**src/rtl/nfca_rx_ask_det.sv**
```systemverilog
// nfca_rx_ask_det
// ASK demodulator front end for the NFC-A receiver. It takes strobed ADC
// samples and runs them through a three-stage pipeline:
//   1. capture of the raw sample
//   2. moving average over the last 2^LPF_SHIFT samples
//   3. envelope tracking, mid-level threshold with hysteresis, and the
//      pause/carrier decision
// The first 2^LPF_SHIFT samples after reset only fill the averaging
// window. No decisions are made during that time.
//
// Ports
//   clk          system clock
//   rstn         asynchronous active-low reset
//   adc_data_en  one-cycle strobe, adc_data valid
//   adc_data     unsigned ADC sample
//   rx_ask_en    one-cycle pulse, rx_ask updated
//   rx_ask       1 = carrier pause, 0 = carrier present
//   rx_lpf_data  current moving-average value
//   rx_raw_data  last captured raw sample
module nfca_rx_ask_det #(
    parameter int ADC_W           = 12,
    parameter int LPF_SHIFT       = 3,
    parameter int HYST            = 16,
    parameter int ENV_DECAY_SHIFT = 10
) (
    input  logic             clk,
    input  logic             rstn,
    input  logic             adc_data_en,
    input  logic [ADC_W-1:0] adc_data,
    output logic             rx_ask_en,
    output logic             rx_ask,
    output logic [ADC_W-1:0] rx_lpf_data,
    output logic [ADC_W-1:0] rx_raw_data
);

    localparam int DEPTH = 1 << LPF_SHIFT;
    localparam int SUM_W = ADC_W + LPF_SHIFT;
    localparam int TW    = ADC_W + 2;
    localparam logic [TW-1:0] HYST_T  = TW'(HYST);
    localparam logic [TW-1:0] HYST2_T = TW'(2 * HYST);
    localparam logic [TW-1:0] MAX_T   = TW'((1 << ADC_W) - 1);

    // stage 1: raw capture
    logic v1;

    always_ff @(posedge clk or negedge rstn) begin
        if (!rstn) begin
            v1          <= 1'b0;
            rx_raw_data <= '0;
        end else begin
            v1 <= adc_data_en;
            if (adc_data_en)
                rx_raw_data <= adc_data;
        end
    end

    // stage 2: moving average
    logic [ADC_W-1:0]     buf_mem [DEPTH];
    logic [LPF_SHIFT-1:0] wr_ptr;
    logic [SUM_W-1:0]     sum;
    logic [SUM_W-1:0]     sum_next;
    logic                 v2;

    // The entry being overwritten is the oldest one. The buffer starts
    // all-zero, so the sum always equals the buffer total exactly and
    // fits in SUM_W bits. Any intermediate wrap cancels out.
    assign sum_next = sum + SUM_W'(rx_raw_data) - SUM_W'(buf_mem[wr_ptr]);

    always_ff @(posedge clk or negedge rstn) begin
        if (!rstn) begin
            for (int i = 0; i < DEPTH; i++)
                buf_mem[i] <= '0;
            wr_ptr      <= '0;
            sum         <= '0;
            rx_lpf_data <= '0;
            v2          <= 1'b0;
        end else begin
            v2 <= v1;
            if (v1) begin
                buf_mem[wr_ptr] <= rx_raw_data;
                wr_ptr          <= wr_ptr + 1'b1;
                sum             <= sum_next;
                rx_lpf_data     <= sum_next[SUM_W-1:LPF_SHIFT];
            end
        end
    end

    // stage 3: envelope, threshold, decision
    logic [LPF_SHIFT:0] warm_cnt;
    logic               warm_done;
    logic               env_loaded;
    logic [ADC_W-1:0]   env_max, env_min;
    logic [ADC_W-1:0]   max_n, min_n;
    logic [TW-1:0]      thr, lo, hi, hi_raw, span;
    logic               ask_n;

    assign warm_done = (warm_cnt == (LPF_SHIFT+1)'(DEPTH));

    // The envelope is advanced with the current lpf value first, and the
    // threshold is then derived from the advanced envelope. This way the
    // decision and the envelope always refer to the same sample.
    always_comb begin
        max_n = env_max;
        min_n = env_min;
        if (!env_loaded) begin
            max_n = rx_lpf_data;
            min_n = rx_lpf_data;
        end else begin
            if (rx_lpf_data > env_max)
                max_n = rx_lpf_data;
            else
                max_n = env_max - ((env_max - rx_lpf_data) >> ENV_DECAY_SHIFT);
            if (rx_lpf_data < env_min)
                min_n = rx_lpf_data;
            else
                min_n = env_min + ((rx_lpf_data - env_min) >> ENV_DECAY_SHIFT);
        end

        thr    = (TW'(max_n) + TW'(min_n)) >> 1;
        lo     = (thr >= HYST_T) ? thr - HYST_T : '0;
        hi_raw = thr + HYST_T;
        hi     = (hi_raw > MAX_T) ? MAX_T : hi_raw;
        // max_n >= lpf >= min_n always holds, so span cannot go negative.
        span   = TW'(max_n) - TW'(min_n);

        ask_n = rx_ask;
        if (span >= HYST2_T) begin
            if (!rx_ask && (TW'(rx_lpf_data) < lo))
                ask_n = 1'b1;
            else if (rx_ask && (TW'(rx_lpf_data) > hi))
                ask_n = 1'b0;
        end
    end

    always_ff @(posedge clk or negedge rstn) begin
        if (!rstn) begin
            warm_cnt   <= '0;
            env_loaded <= 1'b0;
            env_max    <= '0;
            env_min    <= '0;
            rx_ask     <= 1'b0;
            rx_ask_en  <= 1'b0;
        end else begin
            rx_ask_en <= 1'b0;
            if (v2) begin
                if (!warm_done) begin
                    warm_cnt <= warm_cnt + 1'b1;
                end else begin
                    rx_ask_en  <= 1'b1;
                    env_loaded <= 1'b1;
                    env_max    <= max_n;
                    env_min    <= min_n;
                    rx_ask     <= ask_n;
                end
            end
        end
    end

endmodule

```
**config.mk**
```make
export PLATFORM = sky130hd
export DESIGN_NAME = nfca_rx_ask_det
export DESIGN_NICKNAME = d
export VERILOG_FILES = /design/src/rtl/nfca_rx_ask_det.sv
export SDC_FILE = /design/constraint.sdc
export NUM_CORES = 1
export LEC_CHECK = 0
export BUFFER_PORTS_ARGS = -buffer_cell sky130_fd_sc_hd__buf_2
export CORE_ASPECT_RATIO = 0.9
export CORE_MARGIN = 1
export CORE_UTILIZATION = 40
export CTS_CLUSTER_DIAMETER = 100
export CTS_CLUSTER_SIZE = 25
export DETAILED_ROUTE_END_ITERATION = 16
export GPL_ROUTABILITY_DRIVEN = 0
export PLACE_DENSITY = 0.61
export SYNTH_ARGS = -nofsm -noshare
export SYNTH_HDL_FRONTEND = slang
export SYNTH_SLANG_ARGS = --single-unit
```
**constraint.sdc**
```tcl
create_clock -name clk -period 20.9 [get_ports clk]
set_input_delay 3.135 -clock clk [delete_from_list [all_inputs] [get_ports clk]]
set_output_delay 3.135 -clock clk [all_outputs]
set_load 0.005 [all_outputs]
```
==> results of run 1 <==
routing by layer:
layer | vias to the layer above | track usage (%)
li1 | 4360 | -
met1 | 4451 | 30.1
met2 | 250 | 33.1
met3 | 42 | 3.32
met4 | 0 | 6.20
met5 | - | 0
cell usage in the layout, fill, tap and decap left out, types with 11 or more instances in the layout:
| cell type | n |
|---|---|
| mux2_2 | 77 |
| nor2_1 | 61 |
| nand4_1 | 16 |
| o21ai_0 | 98 |
| a31oi_1 | 12 |
| nor3_1 | 27 |
| clkbuf_16 | 17 |
| a21oi_1 | 52 |
| ha_1 | 95 |
| fa_1 | 15 |
| mux2i_1 | 16 |
| a21o_1 | 17 |
| o21a_1 | 12 |
| mux4_2 | 24 |
| nand3_1 | 29 |
| xnor2_1 | 36 |
| dfrtp_1 | 158 |
| nand2b_1 | 11 |
| buf_4 | 18 |
| inv_1 | 84 |
| buf_2 | 39 |
| nor2b_1 | 20 |
| nand2_1 | 109 |
final cells by class:
type | count | area share [%]
sequential | 159 | 31.3
tap | 360 | 3.55
clock buffer | 18 | 3.46
clock inverter | 14 | 1.33
antenna | 1 | 0.0197
multi-input combinational | 895 | 55.1
inverter | 85 | 2.51
timing repair buffer | 58 | 2.69
critical path: cells and delay by family (launching register included):
kind,cells,cell delay (ns)
AO/OA/AOI/OAI,11,2.62
flip-flops,1,0.60
adder cells (fa/ha/maj),6,1.69
buffers and inverters,2,0.41
XOR/XNOR,1,0.18
AND/OR/NAND/NOR,14,2.68
multiplexers,1,0.07
registers in the layout, indices dropped and copies added (netlist names):
signal	cells
rx_raw_data	12
buf_mem	96
rx_ask_en	1
warm_cnt	4
rx_lpf_data	12
env_min	12
env_loaded	1
rx_ask	1
v2	1
wr_ptr	3
sum	3
v1	1
env_max	12
Yosys cell counts (20+ instances only):
master / instances
inv_1: 84
clkbuf_1: 46
nor2_1: 63
xnor2_1: 36
dfrtp_1: 159
ha_1: 95
o21ai_0: 99
nor2b_1: 20
nor3_1: 29
mux4_2: 24
a21oi_1: 52
nand2_1: 109
nand3_1: 29
mux2_2: 77
logic make-up after synthesis:
group	Yosys count	synth area share (%)
adder cells (fa/ha/maj)	111	13.0
AO/OA/AOI/OAI	275	15.1
buffers and inverters	151	5.30
AND/OR/NAND/NOR	346	15.1
XOR/XNOR	46	3.49
flip-flops	159	34.4
multiplexers	117	13.6
per-stage QoR:
stage	utilization [%]	setup WS, ns	std cells
after floorplan	-	13.65	1205
after global placement	42.9	12.71	1557
after detailed placement	42.9	12.64	1557
after CTS	45.1	12.57	1589
after global routing	45.1	11.89	1589
final	45.1	12.55	1590
worst paths after layout:
kind,from,endpoint,cells after the start
min in group asynchronous,rstn,env_min[10]$_DFFE_PN0P_,1
setup / recovery,rx_lpf_data[4]$_DFFE_PN0P_,rx_ask$_DFFE_PN0P_,35
setup reg to reg,rx_lpf_data[4]$_DFFE_PN0P_,rx_ask$_DFFE_PN0P_,35
hold / removal,warm_cnt[3]$_DFFE_PN0P_,warm_cnt[3]$_DFFE_PN0P_,1
max in group asynchronous,rstn,wr_ptr[0]$_DFFE_PN0P_,2
hold reg to reg,warm_cnt[3]$_DFFE_PN0P_,warm_cnt[3]$_DFFE_PN0P_,1
==> summary.md, run 1 <==
| Metric | Value |
|---|---|
| Outcome | `complete, no violations` |
| Synthesis-stage register bit count | `between 150 and 200` |
| RSZ-0062 raised after global routing | `false` |
| Post-route ant nets | `0` |
| DRT iter0 DRCs | `770` |
| Post_cts resized | `0` |
| Worst slew pin tran | `between 1 and 1.5 ns` |
| Clock Latency Late Sink | `roughly 0.45 ns` |
| Area added between synthesis and finish | `9.85%` |
| Hold_ws | `0.475 ns` |
| Avg Cell Area, Syn | `9.59 sq um` |
| Die Height | `163 microns` |
| CTS H-tree lvls | `4` |
| CTS Hold Bufs | `0` |
| Setup TNS | `0 ns` |
| Post-route cell area | `about 13,000 sq um` |
| Slowest Stage Delay on Critical Path | `around 0.80 ns` |
| Vias in the first global route | `about 9k` |
| Crit-path max FO | `9` |
| Worst-case clock buffer depth | `2` |
| Tot GR Track Use | `a little over a fifth` |
| # IOs | `between 40 and 50` |
| Pin count of the biggest net entering global routing | `around 80` |
| Crit Path Class | `reg -> reg` |
| Post-Syn Nets | `1,330` |
| Max stage delay cell, worst path | `o311ai_0` |
| Endpoints failing hold | `0` |
| DR vias | `between 9k and 10k` |
| 1st-pass router iterations | `5` |
| Starting Density | `between 40% and 50%` |
| Via density per instance | `between 5 and 6` |
| Worst slew margin | `18.0%` |
| Crit share post-route | `40.0%` |
| Hold Crit Class | `reg -> reg` |
| Area of the multi-input gates | `between 6000 and 7000 sq um` |
| Post-Syn Instances | `between 1k and 1.5k` |
| CP startpoint kind | `flop` |
| Highest Clock Rate | `about 120 MHz` |
| Post-DP HPWL | `between 20 and 25 mm` |
| Max-slew violations | `0` |
| Crit path required time | `21.26 ns` |
| Synth area leaders | `dfrtp_1 (34%), ha_1 (10%), mux2_2 (7.5%), mux4_2 (4.7%), o21ai_0 (4.3%)` |
| CP arrival | `slightly below 9 ns` |
| Sequential Area | `~4000 sq um` |
| DRC viols | `0` |
| Highest metal used | `met4` |
| EDFF count, synth | `0` |
| Share of the synthesized area in the top cell type | `about a third` |
| Fill cells | `between 2k and 3k` |
| Clk_skew | `about 0.032 ns` |
| # Post-CTS Setup Buffers | `0` |
| Setup violators final | `0` |
| Yosys Warn Count | `0` |
| Share of layout cells above drive strength 1 | `17.7%` |
| DP Area | `approximately 12,000 sq um` |
| Initial antenna violation count | `0` |
| WL met3 | `about 1.4 mm` |
| Clock transition at path regs | `0.09 ns` |
| Ys async rst share | `100%` |
| CTS tree | `yes` |
| Area leader, netlist | `dfrtp_1` |
| Die area | `roughly 30,000 sq um` |
| Main synth FF type | `dfrtp_1` |
| Crit path time final | `about 8.4 ns` |
| Routed met2 length | `approximately 13 mm` |
| Met1 Wirelength | `around 15 mm` |
| Port Buffers | `40` |
| FP Rows | `just under 60` |
| Seq/Total Area, Yosys | `between 30% and 40%` |
| Crit end category | `flop` |
| R2R Setup Slk | `~13 ns` |
| Nets | `roughly 1.3k` |
| Clock sinks | `around 160` |
| Die X | `about 180 microns` |
| CTS root buf | `clkbuf_16` |
| Floorplan Core Area | `~28,000 sq um` |
| Total Wirelength | `29.8 mm` |
| Syn Std Cell Area | `approximately 12,000 sq um` |
| GRT overflow | `0` |
| TritonCTS Buffers | `17` |
| Netlist cell types | `74` |
| Routed wire length per instance | `roughly 19 microns` |
| Global-route wire length before repair | `a little under 50 mm` |
| Maxcap violations | `0` |
Power of run 1 is not shown: default switching activity piles up to over one toggle a cycle in this logic, so the estimate is an artifact.
==> inputs of run 2 (changes only) <==
--- a/config.mk
+++ b/config.mk
@@ -13,7 +13,7 @@
 export CTS_CLUSTER_SIZE = 25
 export DETAILED_ROUTE_END_ITERATION = 16
 export GPL_ROUTABILITY_DRIVEN = 0
-export PLACE_DENSITY = 0.61
+export PLACE_DENSITY = 0.63
 export SYNTH_ARGS = -nofsm -noshare
 export SYNTH_HDL_FRONTEND = slang
 export SYNTH_SLANG_ARGS = --single-unit
==> constraint.sdc (replaced) <==
create_clock -name clk -period 7.4 [get_ports clk]
set_input_delay 1.11 -clock clk [delete_from_list [all_inputs] [get_ports clk]]
set_output_delay 1.11 -clock clk [all_outputs]
set_load 0.005 [all_outputs]
==> run 2 against run 1 <==
Effect of this change:
- maximum frequency grew 17%
- final cell count up 5.3%
- wire length is 3.6% higher
- non-clock buffer count grew 84
- worst setup slack lost 12 ns
- clock skew decreased by 0.013 ns
- highest routed layer unchanged
- utilization up 3.8 points
- flip-flop and latch count did not move
- global-route usage is 0.42 points higher
- critical path depth increased by 1
- first-iteration DRC count down 5.3%
==> summary.md, run 2 (synthesis gave the netlist of run 1 again) <==
| Metric | Value |
|---|---|
| Via density per instance | `5.64` |
| CP startpoint kind | `flop` |
| Met1 Wirelength | `about 15 mm` |
| Clock sinks | `roughly 160` |
| CTS root buf | `clkbuf_16` |
| # IOs | `41` |
| Clock transition at path regs | `around 0.09 ns` |
| CP startpoint | `rx_lpf_data[5]$_DFFE_PN0P_` |
| CTS tree | `yes` |
| Worst slew margin | `22.0%` |
| Diode count | `0` |
| Die X | `~180 microns` |
| Crit Path Class | `reg -> reg` |
| Initial antenna violation count | `0` |
| Clock Latency Late Sink | `0.44 ns` |
| Most common cell after layout, fill and taps aside | `dfrtp_1` |
| Nets | `1,426` |
| Post-DP HPWL | `22.0 mm` |
| R2R Setup Slk | `0.27 ns` |
| Max stage delay cell, worst path | `dfrtp_2` |
| Most frequent cells in the layout | `dfrtp_1 (156), nand2_1 (109), buf_4 (100), o21ai_0 (96), ha_1 (85)` |
| Post-route cell area | `~14,000 sq um` |
| Critical Path End | `rx_ask$_DFFE_PN0P_` |
| Crit-path max FO | `5` |
| FF-to-FF End | `rx_ask$_DFFE_PN0P_` |
| Die area | `about 30,000 sq um` |
| Max-slew violations | `0` |
| Starting Density | `between 40% and 50%` |
| Routed met2 length | `13.8 mm` |
| Final core occ | `48.9%` |
| WL met3 | `about 1.4 mm` |
| FP Rows | `58` |
| Crit path required time | `around 7.7 ns` |
| Hold_ws | `0.475 ns` |
| Routed wire length per instance | `about 18 microns` |
| DRT iter0 DRCs | `roughly 730` |
| Clk_skew | `0.0190 ns` |
| Post-route ant nets | `0` |
| Outcome | `complete, no violations` |
| CTS Hold Bufs | `0` |
| Crit end category | `flop` |
| Floorplan Core Area | `about 28,000 sq um` |
| Crit path time final | `a little over 7 ns` |
| Tot GR Track Use | `21.6%` |
| DRC viols | `0` |
| CTS H-tree lvls | `4` |
| 1st-pass router iterations | `5` |
| Global-route wire length before repair | `50.2 mm` |
| Max FFs per register | `96` |
| Pin count of the biggest net entering global routing | `84` |
| Hold Crit Class | `reg -> reg` |
| Worst-case clock buffer depth | `2` |
| Area added between synthesis and finish | `19.0%` |
| Die Height | `163 microns` |
| Slowest Stage Delay on Critical Path | `0.44 ns` |
| Setup violators final | `0` |
| TritonCTS Buffers | `17` |
| Highest Clock Rate | `roughly 140 MHz` |
| Biggest register | `buf_mem` |
| Crit share post-route | `a little over nine tenths` |
| DR vias | `around 9.4k` |
| Share of layout cells above drive strength 1 | `between 20 and 30%` |
| GRT overflow | `0` |
| CP arrival | `7.45 ns` |
| Total Wirelength | `30.8 mm` |
| Maxcap violations | `0` |
| Endpoints failing hold | `0` |
| Vias in the first global route | `9,203` |
| Highest metal used | `met4` |
| Reg2reg path depth | `36` |
| DP Area | `12,600 sq um` |
| Port Buffers | `40` |
| Reg2Reg Launch Point | `rx_lpf_data[5]$_DFFE_PN0P_` |
| Worst slew pin tran | `1.17 ns` |
run 2: cell count changes in the layout (fill, tap and decap cells not counted), sizes merged:
cell | previous run | this run
bufinv | 1 | 3
buf | 58 | 142
diode | 1 | 0
inv | 93 | 92
nand3 | 30 | 31
clkinvlp | 2 | 0
clkinv | 3 | 4
run 2: timing repair:
item                                    in CTS  in global routing
buffers inserted                             0                 15
cloned                                       0                  1
pin swaps                                    2                 35
endpoints found under the setup margin       1                  1
resized for setup                            5                 81
run 2: worst min-delay path by stage:
stage | cells past startpoint | slack (ns) | start | end
floorplan | 0 | 0.37 | v1$_DFF_PN0_ | v2$_DFF_PN0_
global placement | 2 | 0.46 | buf_mem[15]$_DFFE_PN0P_ | buf_mem[15]$_DFFE_PN0P_
detailed placement | 2 | 0.47 | buf_mem[8]$_DFFE_PN0P_ | buf_mem[8]$_DFFE_PN0P_
CTS | 2 | 0.48 | buf_mem[15]$_DFFE_PN0P_ | buf_mem[15]$_DFFE_PN0P_
global route | 1 | 0.51 | warm_cnt[3]$_DFFE_PN0P_ | warm_cnt[3]$_DFFE_PN0P_
finish | 1 | 0.47 | warm_cnt[3]$_DFFE_PN0P_ | warm_cnt[3]$_DFFE_PN0P_
run 2: worst max-delay path: cells and delay by family (launching register included):
family | cells | cell delay [ns]
and+or+nand+nor | 11 | 2.14
AOI/OAI and AO/OA | 12 | 1.78
adders and majority gates | 6 | 1.48
buffers and inverters | 3 | 0.45
DFF | 1 | 0.44
muxes | 2 | 0.41
xor gates and xnor gates | 2 | 0.30
run 2: final cells by class:
class	instances	area, sq um
timing repair buffer	142	988
sequential	159	3980
inverter	85	319
clock inverter	14	193
tap	360	450
multi-input combinational	896	7390
fill	2639	14400
clock buffer	18	439
run 2: per-layer routing:
| metal | up-vias | global-route usage (%) |
|---|---|---|
| met2 | 240 | 34.1 |
| met1 | 4636 | 30.8 |
| met3 | 37 | 2.85 |
| met5 | - | 0 |
| li1 | 4536 | - |
| met4 | 0 | 6.43 |
run 2: metrics by stage:
| stage | worst slack [ns] | setup TNS (ns) | std cells |
|---|---|---|---|
| after global placement | 0.0930 | 0 | 1626 |
| final | 0.270 | 0 | 1674 |
| after floorplan | 0.153 | 0 | 1205 |
| after detailed placement | -0.198 | -0.198 | 1626 |
| after global routing | -0.0558 | -0.0558 | 1674 |
| after CTS | 0.00180 | 0 | 1658 |
Power of run 2 is left out for the same reason.
==> inputs of run 3 (changes only) <==
--- a/config.mk
+++ b/config.mk
@@ -6,10 +6,9 @@
 export NUM_CORES = 1
 export LEC_CHECK = 0
 export BUFFER_PORTS_ARGS = -buffer_cell sky130_fd_sc_hd__buf_2
-export CORE_ASPECT_RATIO = 0.9
+export CAP_MARGIN = 10
 export CORE_MARGIN = 1
 export CORE_UTILIZATION = 40
-export CTS_CLUSTER_DIAMETER = 100
 export CTS_CLUSTER_SIZE = 25
 export DETAILED_ROUTE_END_ITERATION = 16
 export GPL_ROUTABILITY_DRIVEN = 0
==> run 3 against run 2 <==
Effect of this change:
- maximum frequency fell by 1.3%
- die area is essentially flat
- critical endpoint unchanged
- design area shrank 0.29%
- register-to-register slack worse by 0.09 ns
- final cell count grew 0.72%
- worst setup slack worse by 0.094 ns
- utilization about the same
- sequential share of layout area rose by 0.066 points
==> summary.md, run 3 (synthesis gave the netlist of run 1 again) <==
| Metric | Value |
|---|---|
| Outcome | `complete, no violations` |
| CP startpoint kind | `flop` |
| Share of layout cells above drive strength 1 | `a little over a quarter` |
| CTS tree | `yes` |
| Starting Density | `between 40% and 50%` |
| Clock Latency Late Sink | `0.43 ns` |
| CTS H-tree lvls | `4` |
| Global-route wire length before repair | `between 50 and 60 mm` |
| Max stage delay cell, worst path | `or4_4` |
| CTS root buf | `clkbuf_16` |
| Hold path depth | `2` |
| GRT overflow | `0` |
| Post-DP HPWL | `22.4 mm` |
| R2R Setup Slk | `around 0.18 ns` |
| Crit Path Class | `reg -> reg` |
| CP top delay family | `simple AND/OR/NAND/NOR gates` |
| Area added between synthesis and finish | `18.7%` |
| DR vias | `~9.6k` |
| Most frequent cells in the layout | `dfrtp_1 (158), nand2_1 (109), buf_4 (97), o21ai_0 (95), ha_1 (88)` |
| FP Rows | `61` |
| Setup violators final | `0` |
| DP Area | `12,700 sq um` |
| Max-slew violations | `0` |
| Most common cell after layout, fill and taps aside | `dfrtp_1` |
| Post-route cell area | `around 14,000 sq um` |
| Crit end category | `flop` |
| Final WS setup | `0.176 ns` |
| Crit path buffers/inverters | `3` |
| Clock transition at path regs | `0.07 ns` |
| Endpoints failing hold | `0` |
| DRT iter0 DRCs | `around 640` |
| WHS Endpoint | `buf_mem[11]$_DFFE_PN0P_` |
| Port Buffers | `40` |
| Via density per instance | `5.69` |
| 1st-pass router iterations | `5` |
| FF-to-FF End | `rx_ask$_DFFE_PN0P_` |
| Worst slew margin | `a little over a fifth` |
| Floorplan Core Area | `28,100 sq um` |
| # IOs | `a little over 40` |
| Maxcap violations | `0` |
| Crit path required time | `~7.7 ns` |
| Initial antenna violation count | `0` |
| Setup TNS | `0 ns` |
| Max FFs per register | `between 90 and 100` |
| Reg2reg path depth | `35` |
| Die area | `~30,000 sq um` |
| Highest Clock Rate | `roughly 140 MHz` |
| Crit path time final | `between 7 and 8 ns` |
| Vias in the first global route | `~9.4k` |
| Routed wire length per instance | `approximately 19 microns` |
| Diode count | `0` |
| CTS Hold Bufs | `0` |
| Crit-path max FO | `5` |
| CP arrival | `approximately 7.5 ns` |
| Worst slew pin tran | `roughly 1.2 ns` |
| Pin count of the biggest net entering global routing | `82` |
| Die X | `172 microns` |
| Die Height | `172 microns` |
| Slowest Stage Delay on Critical Path | `~0.45 ns` |
| Hold Crit Class | `reg -> reg` |
| DRC viols | `0` |
| Total Wirelength | `between 30 and 40 mm` |
| CP startpoint | `rx_lpf_data[5]$_DFFE_PN0P_` |
| Worst Min Path Start | `buf_mem[11]$_DFFE_PN0P_` |
| TritonCTS Buffers | `17` |
| Tot GR Track Use | `22.3%` |
| Nets | `between 1k and 1.5k` |
| Biggest register | `buf_mem` |
| Clock sinks | `159` |
| Worst-case clock buffer depth | `2` |
| Post-route ant nets | `0` |
| Post-place setup slack | `-0.0272 ns` |
| Crit share post-route | `between 90% and 100%` |
| Clk_skew | `0.0182 ns` |
| Reg2Reg Launch Point | `rx_lpf_data[5]$_DFFE_PN0P_` |
[run 3: cell types whose count changed in the layout (fill, tap and decap cells not counted), moves of 3 or more]
cell,before,now
ha_2,3,0
inv_6,4,7
ha_1,85,88
a21oi_1,38,41
nor2_2,9,6
buf_4,100,97
[run 3: what timing repair did]
action | 4_1_cts | 5_1_grt
hold endpoints to repair | 0 | 0
setup endpoints to repair | 1 | 1
cloned | 0 | 0
setup buffers | 1 | 5
gates resized for setup | 3 | 80
pin swaps | 1 | 27
[run 3: worst max-delay path by stage]
stage | to | slack [ns] | depth (start not counted)
2_1_floorplan | rx_ask$_DFFE_PN0P_ | 0.15 | 34
3_3_place_gp | rx_ask$_DFFE_PN0P_ | 0.08 | 36
3_5_place_dp | rx_ask$_DFFE_PN0P_ | -0.03 | 34
4_1_cts | rx_ask$_DFFE_PN0P_ | 0.01 | 36
5_1_grt | rx_ask$_DFFE_PN0P_ | -0.14 | 33
6_report | rx_ask$_DFFE_PN0P_ | 0.18 | 35
[run 3: per-layer routing]
metal	vias to the layer above	share of wire [%]	wire length [microns]	GRT usage, %
met4	0	2.1	674	7.12
met2	251	49	15600	38.0
met1	4785	45	14400	29.8
met5	-	0	0	0
met3	41	3.6	1140	1.99
li1	4522	-	-	-
[run 3: per-stage QoR]
step | util [%] | hold slack [ns] | cells
2_1_floorplan | - | 0.373 | 1205
3_3_place_gp | 45.1 | 0.457 | 1649
3_5_place_dp | 45.1 | 0.465 | 1649
4_1_cts | 47.4 | 0.479 | 1681
5_1_grt | 48.8 | 0.500 | 1686
6_report | 48.8 | 0.480 | 1686
[run 3: worst reg2reg max path, delay by kind of cell, from the launching register on]
kind	cells	cell delay, ns
fa+ha+maj	6	1.52
xor+xnor	2	0.30
compound gates	12	1.89
flops	1	0.43
simple gates	10	2.08
mux	2	0.42
buf+inv	3	0.47
[run 3: final cells by class]
cell class | instances | area (sq um)
Inverter | 85 | 319
Clock buffer | 17 | 425
Clock inverter | 14 | 215
Tap cell | 378 | 473
Timing Repair Buffer | 138 | 946
Multi-Input combinational cell | 895 | 7360
Fill cell | 2672 | 14400
Sequential cell | 159 | 3980
Power of run 3 is left out for the same reason.
